[config.mk]
export PLATFORM = sky130hd
export DESIGN_NAME = quad_decoder_bank
export DESIGN_NICKNAME = d
export VERILOG_FILES = /design/src/rtl/quad_decoder_bank.sv
export SDC_FILE = /design/constraint.sdc
export NUM_CORES = 2
export LEC_CHECK = 0
export BUFFER_PORTS_ARGS = -buffer_cell sky130_fd_sc_hd__buf_2
export CAP_MARGIN = 25
export CORE_ASPECT_RATIO = 0.5
export CORE_MARGIN = 2
export CORE_UTILIZATION = 58
export CTS_CLUSTER_DIAMETER = 150
export DETAILED_ROUTE_END_ITERATION = 6
export PLACE_DENSITY = 0.81
export SYNTH_ARGS = -nofsm -noshare
export SYNTH_HDL_FRONTEND = slang
export SYNTH_SLANG_ARGS = --single-unit
export TNS_END_PERCENT = 20
[constraint.sdc]
create_clock -name clk_clk -period 6.19 [get_ports clk_clk]
set_input_delay 0.3095 -clock clk_clk [delete_from_list [all_inputs] [get_ports clk_clk]]
set_output_delay 0.3095 -clock clk_clk [all_outputs]
set_load 0.05 [all_outputs]
[src/rtl/quad_decoder_bank.sv]
// N-channel quadrature decoder: per-pin 2-FF sync, run-length glitch filter, 4x decode,
// sticky illegal-transition / wrap flags, per-channel clear and atomic all-channel snapshot.
module quad_ch #(
  parameter int CNT_W    = 32,
  parameter int FILT_LEN = 4,
  parameter bit INV      = 1'b0
) (
  input  logic             clk,
  input  logic             rst,
  input  logic             a,
  input  logic             b,
  input  logic             cnt_clr,
  input  logic             flag_clr,
  input  logic             snap_req,
  output logic [CNT_W-1:0] count,
  output logic [CNT_W-1:0] snap_count,
  output logic             err,
  output logic             wrap
);
  localparam int FW = $clog2(FILT_LEN + 1);
  localparam logic [FW-1:0] FL = FW'(FILT_LEN);
  localparam logic [CNT_W-1:0] CMAX = {1'b0, {(CNT_W-1){1'b1}}};
  localparam logic [CNT_W-1:0] CMIN = {1'b1, {(CNT_W-1){1'b0}}};

  logic [1:0]    sync1, raw, cand, filt, prev, dlt;
  logic [FW-1:0] fcnt, fcnt_nxt;
  logic          load, ld_q, primed;
  logic          fwd, rev, bad, up, dn;

  // Gray position of an AB pair along the forward sequence 00,01,11,10
  function automatic logic [1:0] pos(input logic [1:0] ab);
    case (ab)
      2'b00:   pos = 2'd0;
      2'b01:   pos = 2'd1;
      2'b11:   pos = 2'd2;
      default: pos = 2'd3;
    endcase
  endfunction

  always_comb begin
    if (raw != cand)      fcnt_nxt = FW'(1);
    else if (fcnt == FL)  fcnt_nxt = FL;
    else                  fcnt_nxt = fcnt + 1'b1;
    // Load once when the run first reaches FILT_LEN; a saturated run does not reload.
    load = (fcnt_nxt == FL) && !((raw == cand) && (fcnt == FL));
    dlt  = pos(filt) - pos(prev);
    fwd  = primed && (dlt == 2'd1);
    rev  = primed && (dlt == 2'd3);
    bad  = primed && (dlt == 2'd2);
    up   = INV ? rev : fwd;
    dn   = INV ? fwd : rev;
  end

  always_ff @(posedge clk) begin
    if (rst) begin
      sync1      <= '0;
      raw        <= '0;
      cand       <= '0;
      fcnt       <= '0;
      filt       <= '0;
      prev       <= '0;
      ld_q       <= 1'b0;
      primed     <= 1'b0;
      count      <= '0;
      snap_count <= '0;
      err        <= 1'b0;
      wrap       <= 1'b0;
    end else begin
      sync1 <= {a, b};
      raw   <= sync1;
      cand  <= raw;
      fcnt  <= fcnt_nxt;
      if (load) filt <= raw;
      // primed lags the first load by one edge so that load is absorbed without a step
      ld_q   <= load;
      primed <= primed | ld_q;
      prev   <= filt;
      if (cnt_clr)   count <= '0;
      else if (up)   count <= count + 1'b1;
      else if (dn)   count <= count - 1'b1;
      err  <= bad | (err & ~flag_clr);
      wrap <= (!cnt_clr && ((up && count == CMAX) || (dn && count == CMIN))) | (wrap & ~flag_clr);
      if (snap_req) snap_count <= count;
    end
  end
endmodule

module quad_decoder_bank #(
  parameter int                NUM_CH   = 12,
  parameter int                CNT_W    = 32,
  parameter int                FILT_LEN = 4,
  parameter logic [NUM_CH-1:0] DIR_INV  = '0
) (
  input  logic                    clk_clk,
  input  logic                    reset_reset,
  input  logic [NUM_CH-1:0]       quad_a,
  input  logic [NUM_CH-1:0]       quad_b,
  input  logic [NUM_CH-1:0]       cnt_clr,
  input  logic [NUM_CH-1:0]       flag_clr,
  input  logic                    snap_req,
  output logic [NUM_CH*CNT_W-1:0] count_o,
  output logic [NUM_CH*CNT_W-1:0] snap_count_o,
  output logic                    snap_valid,
  output logic [NUM_CH-1:0]       err_o,
  output logic [NUM_CH-1:0]       wrap_o
);
  for (genvar g = 0; g < NUM_CH; g++) begin : g_ch
    quad_ch #(.CNT_W(CNT_W), .FILT_LEN(FILT_LEN), .INV(DIR_INV[g])) u_ch (
      .clk       (clk_clk),
      .rst       (reset_reset),
      .a         (quad_a[g]),
      .b         (quad_b[g]),
      .cnt_clr   (cnt_clr[g]),
      .flag_clr  (flag_clr[g]),
      .snap_req  (snap_req),
      .count     (count_o[g*CNT_W +: CNT_W]),
      .snap_count(snap_count_o[g*CNT_W +: CNT_W]),
      .err       (err_o[g]),
      .wrap      (wrap_o[g])
    );
  end

  always_ff @(posedge clk_clk) begin
    if (reset_reset) snap_valid <= 1'b0;
    else             snap_valid <= snap_req;
  end
endmodule
; ---- After elaboration in Yosys (flattened, before gate mapping)
; Index checks and enable logic that the tools add are counted.
; W data, S select, Z words.
[classes]
muxes = 72
n_bitwise = 72
n_addsub = 48
reduce_logical = 180
eq_ne = 156
[op_table]
columns = cell, count
row1 = $mux W32, 24
row2 = $add A32 B1 Y32 const B, 12
row3 = $eq A32 B31 Y1 const B, 12
row4 = $eq A32 B32 Y1 const B, 12
row5 = $sub A32 B1 Y32 const B, 12
row6 = $pmux W2 S3, 24
row7 = $eq A2 B2 Y1 const B, 48
row8 = $logic_and A1 B1 Y1, 96
row9 = $eq A2 B1 Y1 const B, 36
row10 = $eq A3 B3 Y1 const B, 24
row11 = $mux W3, 24
row12 = $logic_not A2 Y1, 24
row13 = $add A3 B1 Y3 const B, 12
row14 = $or A1 B1 Y1, 36
row15 = $and A1 B1 Y1, 24
row16 = $eq A2 B2 Y1, 12
row17 = $logic_not A1 Y1, 24
row18 = $ne A2 B2 Y1, 12
row19 = $reduce_bool A2 Y1, 12
row20 = $reduce_or A2 Y1, 12
row21 = $sub A2 B2 Y2, 12
row22 = $logic_or A1 B1 Y1, 12
row23 = $not A1 Y1, 12
[totals]
reg_bits = 973

; ---- Logic depth before layout (Yosys ltp)
[logic_depth]
ltp_word = 9
depth_mapped = 21
ltp_nobuf = 19

; ---- Cells and area by module
; A second synthesis with hierarchy kept.
[hier_totals]
cells_unflattened = 6827
hier_area_um2 = 56760.7
[modules_own_cells]
columns = mod, cells_per_inst, seq_area_each_um2, n_inst, area_per_inst_um2
row1 = quad_ch at g_ch[5].u_ch ..., 578, 1621.6, 4, 4713.3
row2 = quad_ch at g_ch[0].u_ch ..., 552, 1621.6, 4, 4665.7
row3 = quad_ch at g_ch[10].u_ch, 580, 1621.6, 1, 4883.4
row4 = quad_ch at g_ch[4].u_ch, 579, 1621.6, 1, 4810.9
row5 = quad_ch at g_ch[9].u_ch, 580, 1621.6, 1, 4769.6
row6 = quad_ch at g_ch[11].u_ch, 566, 1621.6, 1, 4747.1
row7 = quad_decoder_bank, 2, 20.0, 1, 33.8

; ---- Worst setup path before layout
; Ideal clock, no wire load.
[synth_timing]
kind = register to register
startpoint = register g_ch[5].u_ch.filt[0]
endpoint = register g_ch[5].u_ch.count[31]
t_arrival_ns = 4.911
slack_ns = 1.208
t_required_ns = 6.120
path_stages_with_launch = 20
path_cell_list = dfxtp_1 > inv_1 > ha_1 > ha_1 > nor2b_1 > clkbuf_1 > clkbuf_1 > nand2_1 > ha_1 > nand4_1 > o21ai_0 > a211oi_2 > a22o_1 > o31a_1 > o311a_1 > o31ai_1 > a21oi_1 > xnor2_1 > or3_1 > a21oi_1
[synth_via]
elab_chain_len = 6
[synth_lines]
columns = element, line_no
row1 = "start, declared", 25  ; logic [1:0] sync1, raw, cand, filt, prev, dlt;
row2 = "start signal, assigned", 73  ; if (load) filt <= raw;
row3 = $eq A2 B2 Y1 (tied with other cells), 32  ; case (ab)
row4 = $pmux W2 S3 *, 32
row5 = $sub A2 B2 Y2 *, 46  ; dlt = pos(filt) - pos(prev);
row6 = $eq A2 B1 Y1 / $eq A2 B2 Y1 (equally long branches), "47, 48"
row7 = $logic_and A1 B1 Y1 (on tied branches), "47, 48"
row8 = $mux W32 / $reduce_bool A2 Y1 (equally long branches), n/a
row9 = "end signal, assigned", 79  ; else if (up) count <= count + 1'b1;
row10 = "end signal, assigned", 80  ; else if (dn) count <= count - 1'b1;
row11 = "end, declared", 15  ; output logic [CNT_W-1:0] count,
; Every way passes the cells marked *; elsewhere a longest branch is shown, timed or not.
; A chain may end at the register's enable or synchronous reset.

; ---- Worst setup path in the final report
; Same ends and word-level chain as after synthesis.

==> results_dict.tcl <==
set metrics [dict create \
    clockBufferDepth 3 \
    hold_path.class "in2reg" \
    drive_gt1_share_pct 15.0 \
    grt_overflow 0 \
    setup_tns_ns 0 \
    fin_area_um2 63100 \
    slew_viol_final 0 \
    p_seq_share_pct 50.4 \
    final_cell_mix "973 x dfxtp_1, 841 x buf_2, 815 x nor2_1, 692 x nand2_1, 614 x a21oi_1" \
    detailed_place_hpwl_mm 105 \
    dr.pass1.iters 6 \
    die_area_um2 96500 \
    drc 0 \
    worst_pin_slew_ns 1.23 \
    ys.flop_type "dfxtp_1" \
    crit_fanout 28 \
    htreeDepth 3 \
    ios 844 \
    start_util_pct 58.6 \
    ir_worst_vdd_v 0.000198 \
    maxCapViolCount 0 \
    wl_per_cell_um 17.3 \
    rows 79 \
    place_area_um2 59500 \
    crit_required_ns 6.81 \
    synth_area_um2 54500 \
    p_leak_nw 30.1 \
    antenna_found_initial 5 \
    fin_crit_ns 5.11 \
    setup_viol 0 \
    p_int_w 0.00971 \
    area_growth_pct 15.8 \
    cts_setup_buffers 0 \
    fillers 7547 \
    clk_latency_ns 0.69 \
    finalCritPeriodShare_pct 82.6 \
    cpMostUsedCell "ha_1" \
    ys.warnings.count 0 \
    syn_inst 6513 \
    fin_skew_ns 0.0274 \
    ys_ff_latch 973 \
    path_cells "inv_1 -> ha_1 -> ha_1 -> nor2b_2 -> buf_4 -> nand2_1 -> ha_1 -> nand4_1 -> o21ai_0 -> a211oi_2 -> a22o_1 -> o31a_1 -> o311a_1 -> o31ai_1 -> a21oi_1 -> xnor2_1 -> or3_1 -> a21oi_1" \
    p_clk_share_pct 46.2 \
    io_buffers 843 \
    die_w_um 437 \
    crit_buf_inv 2 \
    syn-num-nets 7021 \
    synth_edf_count 0 \
    multiInputGateArea_um2 33100 \
    mostFrequentLayoutCell "dfxtp_1" \
    r2r-start "g_ch[5].u_ch.filt[0]$_SDFFE_PP0P_" \
    final-seq-area_um2 19500 \
    gp_congestion 0.947 \
    status "complete, no violations" \
    nNetsFinal 7769 \
    critPathLaunch "g_ch[5].u_ch.filt[0]$_SDFFE_PP0P_" \
    relSlewSlack_pct 17.7 \
    synthArstFlopShare_pct 0 \
    hold_buffers 52 \
    grt_max_degree 129 \
    coreArea_um2 93000 \
    power.density_nw_per_um2 199 \
    drtIter0Drc 3262 \
    antenna_left 0 \
    cp-end-kind "register" \
    grt_pass1_wl_mm 238 \
    cts_tree "built" \
    vias 49900 \
    grt_pass1_vias 46400 \
    clockRootBuffer "clkbuf_16" \
    r2r_end "g_ch[5].u_ch.count[31]$_SDFFE_PP0P_" \
    power.switching_w 0.00284 \
    wl_mm 149 \
    syn_area_per_cell_um2 8.36 \
    hold_viol_final 0 \
    ys_seq_area_share_pct 35.8 \
    post_cts_resized 0 \
    cp.depth 18 \
    numCtsBuffers 87 \
    slowest_stage "ha_1" \
    synth_cell_types 85 \
    arrival_ns 5.73 \
    worst_setup_path_start_kind "register" \
    cts_sinks 973 \
    slowest_delay_ns 0.60 \
    crit_family "compound AO/OA/AOI/OAI gates" \
    die_h_um 221 \
    critPathCapture "g_ch[5].u_ch.count[31]$_SDFFE_PP0P_" \
    critPathKind "reg2reg" \
    p_comb_share_pct 3.4 \
    reg2regPathDepth 18 \
    netSwitchingFraction_pct 22.6 \
    via_per_inst 5.81 \
    gr-usage-all-layers_pct 29.3 \
    regToRegSetupSlack_ns 1.08 \
    clk_pin_slew_ns 0.07 \
    fmax_ghz 0.196 \
    grt_setup_unrepaired "false" \
]
[cell type report]
| cell class | instances | area share (%) |
|---|---|---|
| multi-input combinational | 5059 | 52.5 |
| sequential | 973 | 30.9 |
| timing repair buffer | 946 | 8.24 |
| clock buffer | 115 | 3.86 |
| tap | 1255 | 2.49 |
| inverter | 194 | 1.15 |
| clock inverter | 46 | 0.890 |
| antenna | 3 | 0.0119 |
[routing by layer]
metal	track usage (%)	wire length [um]	share of wire (%)
met1	36.5	63300	43
met4	12.3	5860	3.9
met3	4.44	7750	5.2
met5	0	23	0.015
met2	51.0	71700	48
[flip-flops by register name, indices dropped and copies added, names as in the netlist]
name                  count
g_ch.u_ch.snap_count    384
g_ch.u_ch.wrap           12
g_ch.u_ch.err            12
g_ch.u_ch.raw            24
g_ch.u_ch.prev           24
g_ch.u_ch.cand           24
g_ch.u_ch.count         384
g_ch.u_ch.sync1          24
g_ch.u_ch.primed         12
snap_valid                1
g_ch.u_ch.fcnt           36
g_ch.u_ch.ld_q           12
g_ch.u_ch.filt           24
[synth_stat cells, types with 41 or more instances]
cell	n	area, um^2
o21a_1	48	360
nor2_1	815	3060
nor3_1	91	455
nand3_1	108	541
a211oi_1	73	548
nor2b_1	161	1010
dfxtp_1	973	19500
nor4_1	114	713
nand2b_1	57	357
a21o_1	189	1420
nand4_1	151	945
nand2_1	692	2600
mux2i_1	427	4270
inv_1	194	728
and3_1	46	288
or3_1	41	257
ha_1	445	5570
o21ai_0	202	1010
a21oi_1	614	3070
xnor2_1	215	1880
xor2_1	103	902
clkbuf_1	226	848
o21ai_1	43	215
[cell families (layout without fill, tap and decap cells)]
group / count (synthesis) / count (layout) / share of synthesized area [%]
compound gates: 1443 / 1443 / 16.4
xor+xnor: 318 / 318 / 5.11
fa+ha+maj: 457 / 457 / 10.7
buf+inv: 481 / 1301 / 3.50
flops: 973 / 973 / 35.8
mux: 427 / 427 / 7.85
other cells: 0 / 3 / 0
simple gates: 2414 / 2414 / 20.7
[worst reg2reg max path, stage by stage, from the launching register on]
cell	delay (ns)
dfxtp_1	0.38
inv_1	0.07
ha_1	0.29
ha_1	0.32
nor2b_2	0.12
buf_4	0.33
nand2_1	0.50
ha_1	0.60
nand4_1	0.14
o21ai_0	0.26
a211oi_2	0.12
a22o_1	0.27
o31a_1	0.30
o311a_1	0.37
o31ai_1	0.26
a21oi_1	0.12
xnor2_1	0.14
or3_1	0.32
a21oi_1	0.13
[worst min path at each step]
stage                     cells past startpoint                        endpoint                          from
after global placement                        2  g_ch[6].u_ch.primed$_SDFF_PP0_  g_ch[6].u_ch.ld_q$_SDFF_PP0_
final                                         2    g_ch[7].u_ch.wrap$_SDFF_PP0_                   reset_reset
after detailed placement                      2  g_ch[4].u_ch.primed$_SDFF_PP0_  g_ch[4].u_ch.ld_q$_SDFF_PP0_
after CTS                                     2    g_ch[7].u_ch.wrap$_SDFF_PP0_                   reset_reset
after global routing                          2    g_ch[7].u_ch.wrap$_SDFF_PP0_                   reset_reset
after floorplan                               2  g_ch[0].u_ch.primed$_SDFF_PP0_  g_ch[0].u_ch.ld_q$_SDFF_PP0_
[stage by stage]
stage	hold slack, ns	setup slack (ns)	cells	utilization (%)	power [W]
6_report	0.0716	1.08	8591	67.8	0.0126
3_3_place_gp	0.414	1.32	8374	64.0	0.00686
3_5_place_dp	0.421	1.26	8374	64.0	0.00687
2_1_floorplan	0.411	1.21	6513	-	0.00677
4_1_cts	0.0362	1.16	8587	67.8	0.0126
5_1_grt	0.0640	0.739	8589	67.8	0.0130
[power groups by stage]
stage               clock network (W)  logic (W)  registers [W]
floorplan                           0   0.000314        0.00646
finish                        0.00580   0.000430        0.00632
CTS                           0.00589   0.000428        0.00632
global placement                    0   0.000396        0.00647
detailed placement                  0   0.000401        0.00647
global route                  0.00616   0.000469        0.00633
No activity file was read; power rests on OpenSTA's default activity.
